===== src/rtl/regwrite_sched.sv =====
// regwrite_sched: round-robin arbiter that serialises one requester's masked
// W-bit word onto the one-hot ctrl/in bit-write port of regwrite_1.
//
// state | meaning
// IDLE  | waiting for a request; arbitrates and drives bit 0 on grant
// SHIFT | driving bits 1..W-1, then pulses done and returns to IDLE
module regwrite_sched #(
    parameter int NREQ = 4,
    parameter int W    = 4
) (
    input  logic              clk_i,
    input  logic              rst_n_i,
    input  logic [NREQ-1:0]   req_i,
    input  logic [NREQ*W-1:0] wdata_i,
    input  logic [NREQ*W-1:0] wmask_i,
    output logic [NREQ-1:0]   gnt_o,
    output logic [NREQ-1:0]   done_o,
    output logic [W-1:0]      ctrl_o,
    output logic              in_o,
    output logic              busy_o
);

    localparam int LW = $clog2(NREQ);
    localparam int IW = $clog2(W);
    localparam logic [IW-1:0] IDX_LAST = IW'(W - 1);
    localparam logic [LW-1:0] LAST_RST = LW'(NREQ - 1);

    typedef enum logic {
        IDLE  = 1'b0,
        SHIFT = 1'b1
    } state_e;

    state_e          state_q, state_d;
    logic [LW-1:0]   last_q,  last_d;
    logic [LW-1:0]   win_q,   win_d;
    logic [IW-1:0]   idx_q,   idx_d;
    logic [W-1:0]    data_q,  data_d;
    logic [W-1:0]    mask_q,  mask_d;
    logic [NREQ-1:0] gnt_q,   gnt_d;
    logic [NREQ-1:0] done_q,  done_d;
    logic [W-1:0]    ctrl_q,  ctrl_d;
    logic            in_q,    in_d;
    logic            busy_q,  busy_d;

    logic [LW-1:0]   cand;
    logic            win_found;
    logic [LW-1:0]   win_idx;
    logic [W-1:0]    cand_data;
    logic [W-1:0]    cand_mask;
    logic [IW-1:0]   idx_nxt;

    // Scan from last+1 upward, wrapping, so the previous winner is checked last.
    always_comb begin
        win_found = 1'b0;
        win_idx   = '0;
        cand      = '0;
        for (int off = 1; off <= NREQ; off++) begin
            cand = LW'((int'(last_q) + off) % NREQ);
            if (!win_found && req_i[cand]) begin
                win_found = 1'b1;
                win_idx   = cand;
            end
        end
    end

    assign cand_data = wdata_i[int'(win_idx)*W +: W];
    assign cand_mask = wmask_i[int'(win_idx)*W +: W];
    assign idx_nxt   = idx_q + IW'(1);

    always_comb begin
        state_d = state_q;
        last_d  = last_q;
        win_d   = win_q;
        idx_d   = idx_q;
        data_d  = data_q;
        mask_d  = mask_q;
        gnt_d   = gnt_q;
        done_d  = '0;
        ctrl_d  = '0;
        in_d    = 1'b0;

        unique case (state_q)
            IDLE: begin
                if (win_found) begin
                    data_d  = cand_data;
                    mask_d  = cand_mask;
                    win_d   = win_idx;
                    gnt_d   = NREQ'(1) << win_idx;
                    idx_d   = '0;
                    ctrl_d  = cand_mask[0] ? W'(1) : '0;
                    in_d    = cand_mask[0] & cand_data[0];
                    state_d = SHIFT;
                end
            end
            SHIFT: begin
                if (idx_q != IDX_LAST) begin
                    idx_d  = idx_nxt;
                    ctrl_d = mask_q[idx_nxt] ? (W'(1) << idx_nxt) : '0;
                    in_d   = mask_q[idx_nxt] & data_q[idx_nxt];
                end else begin
                    gnt_d   = '0;
                    done_d  = NREQ'(1) << win_q;
                    last_d  = win_q;
                    idx_d   = '0;
                    state_d = IDLE;
                end
            end
            default: state_d = IDLE;
        endcase

        busy_d = (state_d == SHIFT);
    end

    // Async clear drops ctrl immediately so a reset never leaves a write pending.
    always_ff @(posedge clk_i or negedge rst_n_i) begin
        if (!rst_n_i) begin
            state_q <= IDLE;
            last_q  <= LAST_RST;
            win_q   <= '0;
            idx_q   <= '0;
            data_q  <= '0;
            mask_q  <= '0;
            gnt_q   <= '0;
            done_q  <= '0;
            ctrl_q  <= '0;
            in_q    <= 1'b0;
            busy_q  <= 1'b0;
        end else begin
            state_q <= state_d;
            last_q  <= last_d;
            win_q   <= win_d;
            idx_q   <= idx_d;
            data_q  <= data_d;
            mask_q  <= mask_d;
            gnt_q   <= gnt_d;
            done_q  <= done_d;
            ctrl_q  <= ctrl_d;
            in_q    <= in_d;
            busy_q  <= busy_d;
        end
    end

    assign gnt_o  = gnt_q;
    assign done_o = done_q;
    assign ctrl_o = ctrl_q;
    assign in_o   = in_q;
    assign busy_o = busy_q;

endmodule


===== config.mk =====
export PLATFORM = sky130hd
export DESIGN_NAME = regwrite_sched
export DESIGN_NICKNAME = d
export VERILOG_FILES = /design/src/rtl/regwrite_sched.sv
export SDC_FILE = /design/constraint.sdc
export NUM_CORES = 1
export LEC_CHECK = 0
export ABC_CLOCK_PERIOD_IN_PS = 3100
export BUFFER_PORTS_ARGS = -buffer_cell sky130_fd_sc_hd__buf_2
export CAP_MARGIN = 10
export CORE_UTILIZATION = 50
export CTS_CLUSTER_DIAMETER = 100
export DETAILED_ROUTE_END_ITERATION = 10
export PLACE_DENSITY = 0.8
export SYNTH_ARGS = -nofsm -noshare
export SYNTH_HDL_FRONTEND = slang
export SYNTH_SLANG_ARGS = --single-unit

===== constraint.sdc =====
create_clock -name clk_i -period 3.1 [get_ports clk_i]
set_input_delay 0.62 -clock clk_i [delete_from_list [all_inputs] [get_ports clk_i]]
set_output_delay 0.62 -clock clk_i [all_outputs]
set_load 0.1 [all_outputs]

Word level (Yosys, flattened, before mapping)

Cells that the tools add are included.

Add/subtract/negate cells: 5
Multiply operators: 0
Divide/modulo/power cells: 0
Magnitude comparators: 5
Equal/unequal tests: 3
Shift-type cells: 5
Muxes and demuxes: 39
Bitwise logic cells: 4
Reductions and logical operators: 9

Operators with widths:

| cell                                                                         | count |
|---|---|
| 16-bit by 5-bit variable part select with 4-bit output                       | 2 |
| 4-bit two-way mux                                                            | 6 |
| 1-bit two-way mux                                                            | 16 |
| 4-bit case mux with 2 select lines                                           | 2 |
| 2-bit by 3-bit less-than comparator with 1-bit output, second input constant | 5 |
| 1-bit binary-select mux with 2-bit select                                    | 6 |
| 2-bit two-way mux                                                            | 6 |
| 1-bit by 2-bit << shifter with 4-bit output, first input constant            | 3 |
| 2-bit by 1-bit adder with 2-bit output, second input constant                | 3 |
| 2-bit inequality test, second input constant                                 | 3 |
| 2-bit AND reduction                                                          | 3 |
| 2-bit adder, second input constant                                           | 2 |
| 1-bit case mux with 2 select lines                                           | 2 |
| 2-bit case mux with 2 select lines                                           | 1 |
| 1-bit logical AND                                                            | 3 |
| 1-bit zero test                                                              | 3 |
| 1-bit AND                                                                    | 2 |
| 1-bit NOT                                                                    | 2 |

Bits in registers: 28
Latch bits: 0
Bits in writable memories: 0
Memory bits (read-only): 0
Input bits: 38
Output and inout port bits: 14
Word-level logic and storage cells: 80
Memories kept: 0

Logic depth before layout (Yosys ltp)

Depth in word-level cells: 17
Mapped depth: 8
Gate-level depth less buffers: 6

Worst setup path after synthesis

OpenSTA, ideal clock, no wires.

Path type: input port to flip-flop
Start point: in req_i[1]
End point: reg data_q[2]
Library setup time: 0.125 ns
Data arrival time: 1.899 ns
Required time: 2.975 ns
Slack: 1.076 ns
Stages: 7
Buffers on the path: 2
Cells stage by stage: or2_1 a221oi_2 buf_6 buf_12 mux2i_1 mux2i_1 mux2_2

Cells in the longest elaborated chain, start to end: 13
Elaborated cells between the ends (all ways): 24
Classes of those cells: shift: 1; mux: 16; reduce/logical: 7

Ends and longest elaborated chain:

| item                                                                                          | RTL line | source |
|---|---|---|
| start, declared                                                                               | 13       | `input logic [NREQ-1:0] req_i,` |
| 1-bit binary-select mux with 2-bit select                                                     | 59       | `if (!win_found && req_i[cand]) begin` |
| 1-bit two-way mux (implied by the code)                                                       | 59       |  |
| 1-bit two-way mux                                                                             | 59       |  |
| 1-bit zero test                                                                               | 59       |  |
| 1-bit logical AND                                                                             | 59       |  |
| 1-bit two-way mux                                                                             | 59       |  |
| 1-bit zero test                                                                               | 59       |  |
| 1-bit logical AND                                                                             | 59       |  |
| 1-bit two-way mux                                                                             | 59       |  |
| 1-bit zero test                                                                               | 59       |  |
| 1-bit logical AND                                                                             | 59       |  |
| 2-bit two-way mux or 1-bit two-way mux (tied branches)                                        | 59       |  |
| 16-bit by 5-bit variable part select with 4-bit output or 2-bit AND reduction (tied branches) | n/a      |  |
| end signal, assigned                                                                          | 133      | `data_q <= data_d;` |
| end, declared                                                                                 | 37       | `logic [W-1:0] data_q, data_d;` |

Several ways; a longest one is shown, not always the timed one. The select of a mux whose other input is x is not followed.
A chain may end at the register's enable or synchronous reset.

Worst setup path in the final report

Start point: reg last_q[0]
End point: reg in_q (netlist: in_o)

Cells in the longest elaborated chain, start to end: 17
Elaborated cells between the ends (all ways): 31
Classes of those cells: add/sub: 4; shift: 2; mux: 18; bitwise: 1; reduce/logical: 6

Ends and longest elaborated chain:

| item                                                                             | RTL line | source |
|---|---|---|
| start, declared                                                                  | 34       | `logic [LW-1:0] last_q, last_d;` |
| start signal, assigned                                                           | 130      | `last_q <= last_d;` |
| 2-bit by 1-bit adder with 2-bit output                                           | 58       | `cand = LW'((int'(last_q) + off) % NREQ);` |
| 1-bit binary-select mux with 2-bit select                                        | 59       |  |
| 1-bit two-way mux (implied by the code)                                          | 59       |  |
| 1-bit two-way mux                                                                | 59       |  |
| 1-bit zero test                                                                  | 59       |  |
| 1-bit logical AND                                                                | 59       |  |
| 1-bit two-way mux                                                                | 59       |  |
| 1-bit zero test                                                                  | 59       |  |
| (+2 left out)                                                                    | n/a      |  |
| 1-bit zero test                                                                  | 59       |  |
| 1-bit logical AND                                                                | 59       |  |
| 2-bit two-way mux                                                                | 59       |  |
| 16-bit by 5-bit variable part select with 4-bit output, on equally long branches | 67, 66   |  |
| 1-bit AND                                                                        | 91       | `in_d = cand_mask[0] & cand_data[0];` |
| 1-bit two-way mux *                                                              | 84       | `if (win_found) begin` |
| 1-bit case mux with 2 select lines *                                             | 82       | `unique case (state_q)` |
| net in_d                                                                         | 42       | `logic in_q, in_d;` |
| end signal, assigned                                                             | 138      | `in_q <= in_d;` |
| end, declared                                                                    | 42       |  |

Mark *: on every way through the listed nets, which the timed path passes. The rest lies on a longest branch. The select of a mux whose other input is x is not followed.

==> impl_results.md <==
* Avg WL per Cell at 13.53 µm
* Reg-to-reg slack, setup at 0.93 ns
* Register area at 703.2 µm²
* GRT Util Overall at 19.02%
* CTS tree: built
* Worst-path clk slew at 0.15 ns
* CP endpoint kind: flip-flop
* Final hold vios at 0
* Multi-input gate area at 734.5 µm²
* Vias after detailed routing at 1116
* Clk buf depth at 2
* Slew margin rel. at 18.75%
* Worst-Skew Late Latency at 0.32 ns
* Failing checks: design-rule violations
* Fillcell total at 232
* Status: complete, but fails checks
* Rows at 19
* Final Setup Violations at 0
* Largest net degree at the start of global routing at 29
* CTS H-tree lvls at 1
* Hold_buf cts at 0
* Post-CTS setup buffer count at 0
* Overall die height at 56.87 µm
* Leak pwr at 0.9541 nW
* Final Util at 64.54%
* Crit path launch type: flip-flop
* Highest ir drop seen on vdd at 0.0004972 V
* Final WL at 2815 µm
* Hold crit path type: input pin to asynchronous set/reset pin
* DP HPWL at 2234 µm
* Vias per Instance at 5.365
* Period utilisation layout at 70.12%
* Post-CTS sizing at 0
* Initial antenna violation count at 0
* Final Instance Area at 1810 µm²
* Worst path slowest cell: o221ai_1
* Sink Count at 28
* Routability cong. at 0.7728
* Die Wd at 56.87 µm
* CP arrival at 2.43 ns
* Post-Syn Nets at 169
* Final setup TNS at 0 ns
* Worst path bufs/invs at 0
* Sequential share of the synthesized area at 46.72%
* Starting Density at 53.66%
* Core area at 2805 µm²
* Placed inst area at 1758 µm²
* CTS Buf Count at 3
* Drt initial violations at 25
* Vias in the first global route at 1145
* Clock skew at 0.004995 ns
* Synth Cell Area at 1505 µm²
* Max cap viols at 0
* # DRC at 8
* Synthesized area per cell at 11.85 µm²
* Pwr dens at 1143 nW/µm²
* Min Tclk post-route at 2.174 ns
* DRT Pass-1 Iters at 7
* CP Max Fanout at 12
* WS Path Type: flip-flop to flip-flop
* Mapped Cells at 127
* RSZ-0062 raised after global routing: no
* First-pass GRT wire length at 4774 µm
* Worst slew pin tran at 1.219 ns
* Worst path cell trace: nand2b_2 -> o211ai_1 -> o221ai_1 -> or2b_2 -> o22a_1 -> o21ai_2
* IO Port Bufs at 51
* Gr ovfl total at 0
* CP delay by family, top: compound AO/OA/AOI/OAI gates
* IO Pins at 52
* Layout cells sized above 1 at 44.63%
* Antenna Cells at 0
* Max-slew violations at 0
* Root buffer cell: clkbuf_4
* FF+latch count, synth at 28
* Synth-to-layout area growth at 20.28%
* Yosys warns at 0
* Fin nets at 220
* Slowest stage delay, CP at 0.54 ns
* Die area at 3234 µm²
* Req. time, crit path at 3.36 ns
* Fmax at 0.4601 GHz
* ANT nets after route at 0
* Synth unique cells at 37
## registers in the layout (all words and copies together), names as in the netlist, 2 cells and up
name / cells
mask_q: 4
idx_q: 2
last_q: 2
ctrl_o: 4
data_q: 4
win_q: 2
done_o: 4
gnt_o: 4
## layout make-up
cell class,instances,area share (%)
Sequential cell,28,38.84
Tap cell,31,2.142
Timing Repair Buffer,52,14.51
Clock buffer,3,1.244
Multi-Input combinational cell,88,40.57
Inverter,5,1.037
Clock inverter,1,1.659
## cell usage after synthesis
master / count / area, µm²
a21o_1: 1 / 7.510
a21oi_1: 1 / 5.000
a21oi_2: 1 / 8.760
a221o_2: 1 / 11.26
a221oi_2: 1 / 15.01
a22o_1: 3 / 26.28
a32o_1: 2 / 20.02
and2_1: 3 / 18.77
and3_2: 1 / 7.510
buf_12: 1 / 20.02
buf_2: 2 / 10.01
buf_6: 1 / 11.26
clkbuf_1: 2 / 7.510
dfrtp_1: 26 / 650.6
dfstp_2: 2 / 52.55
ha_1: 4 / 50.05
inv_1: 5 / 18.77
mux2_2: 7 / 78.83
mux2_4: 1 / 15.01
mux2i_1: 22 / 220.2
mux4_2: 1 / 22.52
mux4_4: 1 / 25.02
nand2_1: 13 / 48.80
nand2b_1: 1 / 6.260
nand2b_2: 2 / 17.52
nand3_1: 2 / 10.01
nor2_1: 7 / 26.28
nor2b_1: 1 / 6.260
nor3_1: 2 / 10.01
o211ai_1: 1 / 7.510
o21ai_0: 1 / 5.000
o21ai_2: 3 / 26.28
o221ai_1: 1 / 8.760
o22a_1: 1 / 8.760
or2_1: 1 / 6.260
or2_2: 1 / 6.260
or2b_2: 1 / 8.760
## power breakdown
group / switching (mW) / internal [mW]
logic: 0.774 / 0.420
registers: 0.116 / 0.525
clock network: 0.104 / 0.131
## per-layer routing
| metal | track usage, % | wire length [µm] | up-vias |
|---|---|---|---|
| li1 | - | - | 551 |
| met2 | 39.29 | 1605 | 29 |
| met5 | 0 | 0 | - |
| met1 | 19.88 | 1094 | 534 |
| met3 | 2.995 | 98 | 2 |
| met4 | 3.484 | 17 | 0 |
## cell usage in the layout (no fill, tap or decap), types with 2 or more instances in the layout
master / count
nand2_1: 13
dfstp_2: 2
o21ai_2: 3
nor2_1: 7
a32o_1: 2
nand2b_2: 2
inv_1: 5
a22o_1: 3
mux2i_1: 22
nor3_1: 2
mux2_2: 7
dfrtp_1: 26
buf_2: 51
clkbuf_4: 3
nand3_1: 2
and2_1: 3
ha_1: 4
## final timing paths
kind,depth (start not counted),to,from
worst max-delay path,6,in_o$_DFF_PN0_,last_q[0]$_DFFE_PN1P_
worst min-delay path,1,done_o[2]$_DFF_PN0_,rst_n_i
worst max register to register,6,in_o$_DFF_PN0_,last_q[0]$_DFFE_PN1P_
worst min register to register,1,done_o[1]$_DFF_PN0_,win_q[1]$_DFFE_PN0P_
max in group asynchronous,1,in_o$_DFF_PN0_,rst_n_i
min in group clk_i,1,done_o[1]$_DFF_PN0_,win_q[1]$_DFFE_PN0P_
## stage by stage
stage	power (mW)	hold WS, ns	std cells	worst slack, ns
floorplan	1.668	0.3244	127	1.076
global placement	1.817	0.4653	204	0.6846
detailed placement	1.851	0.4722	204	0.6240
CTS	2.087	0.2950	208	0.8688
global route	2.197	0.3011	208	0.7515
finish	2.069	0.2842	208	0.9264
## kinds of logic (layout without fill, tap and decap cells)
family	after synthesis	in the layout	synth area share, %
buf+inv	11	61	4.489
flops	28	28	46.72
simple gates	35	35	11.47
mux	32	32	24.02
fa+ha+maj	4	4	3.325
compound gates	17	17	9.975
(Power assumes the default switching activity.)
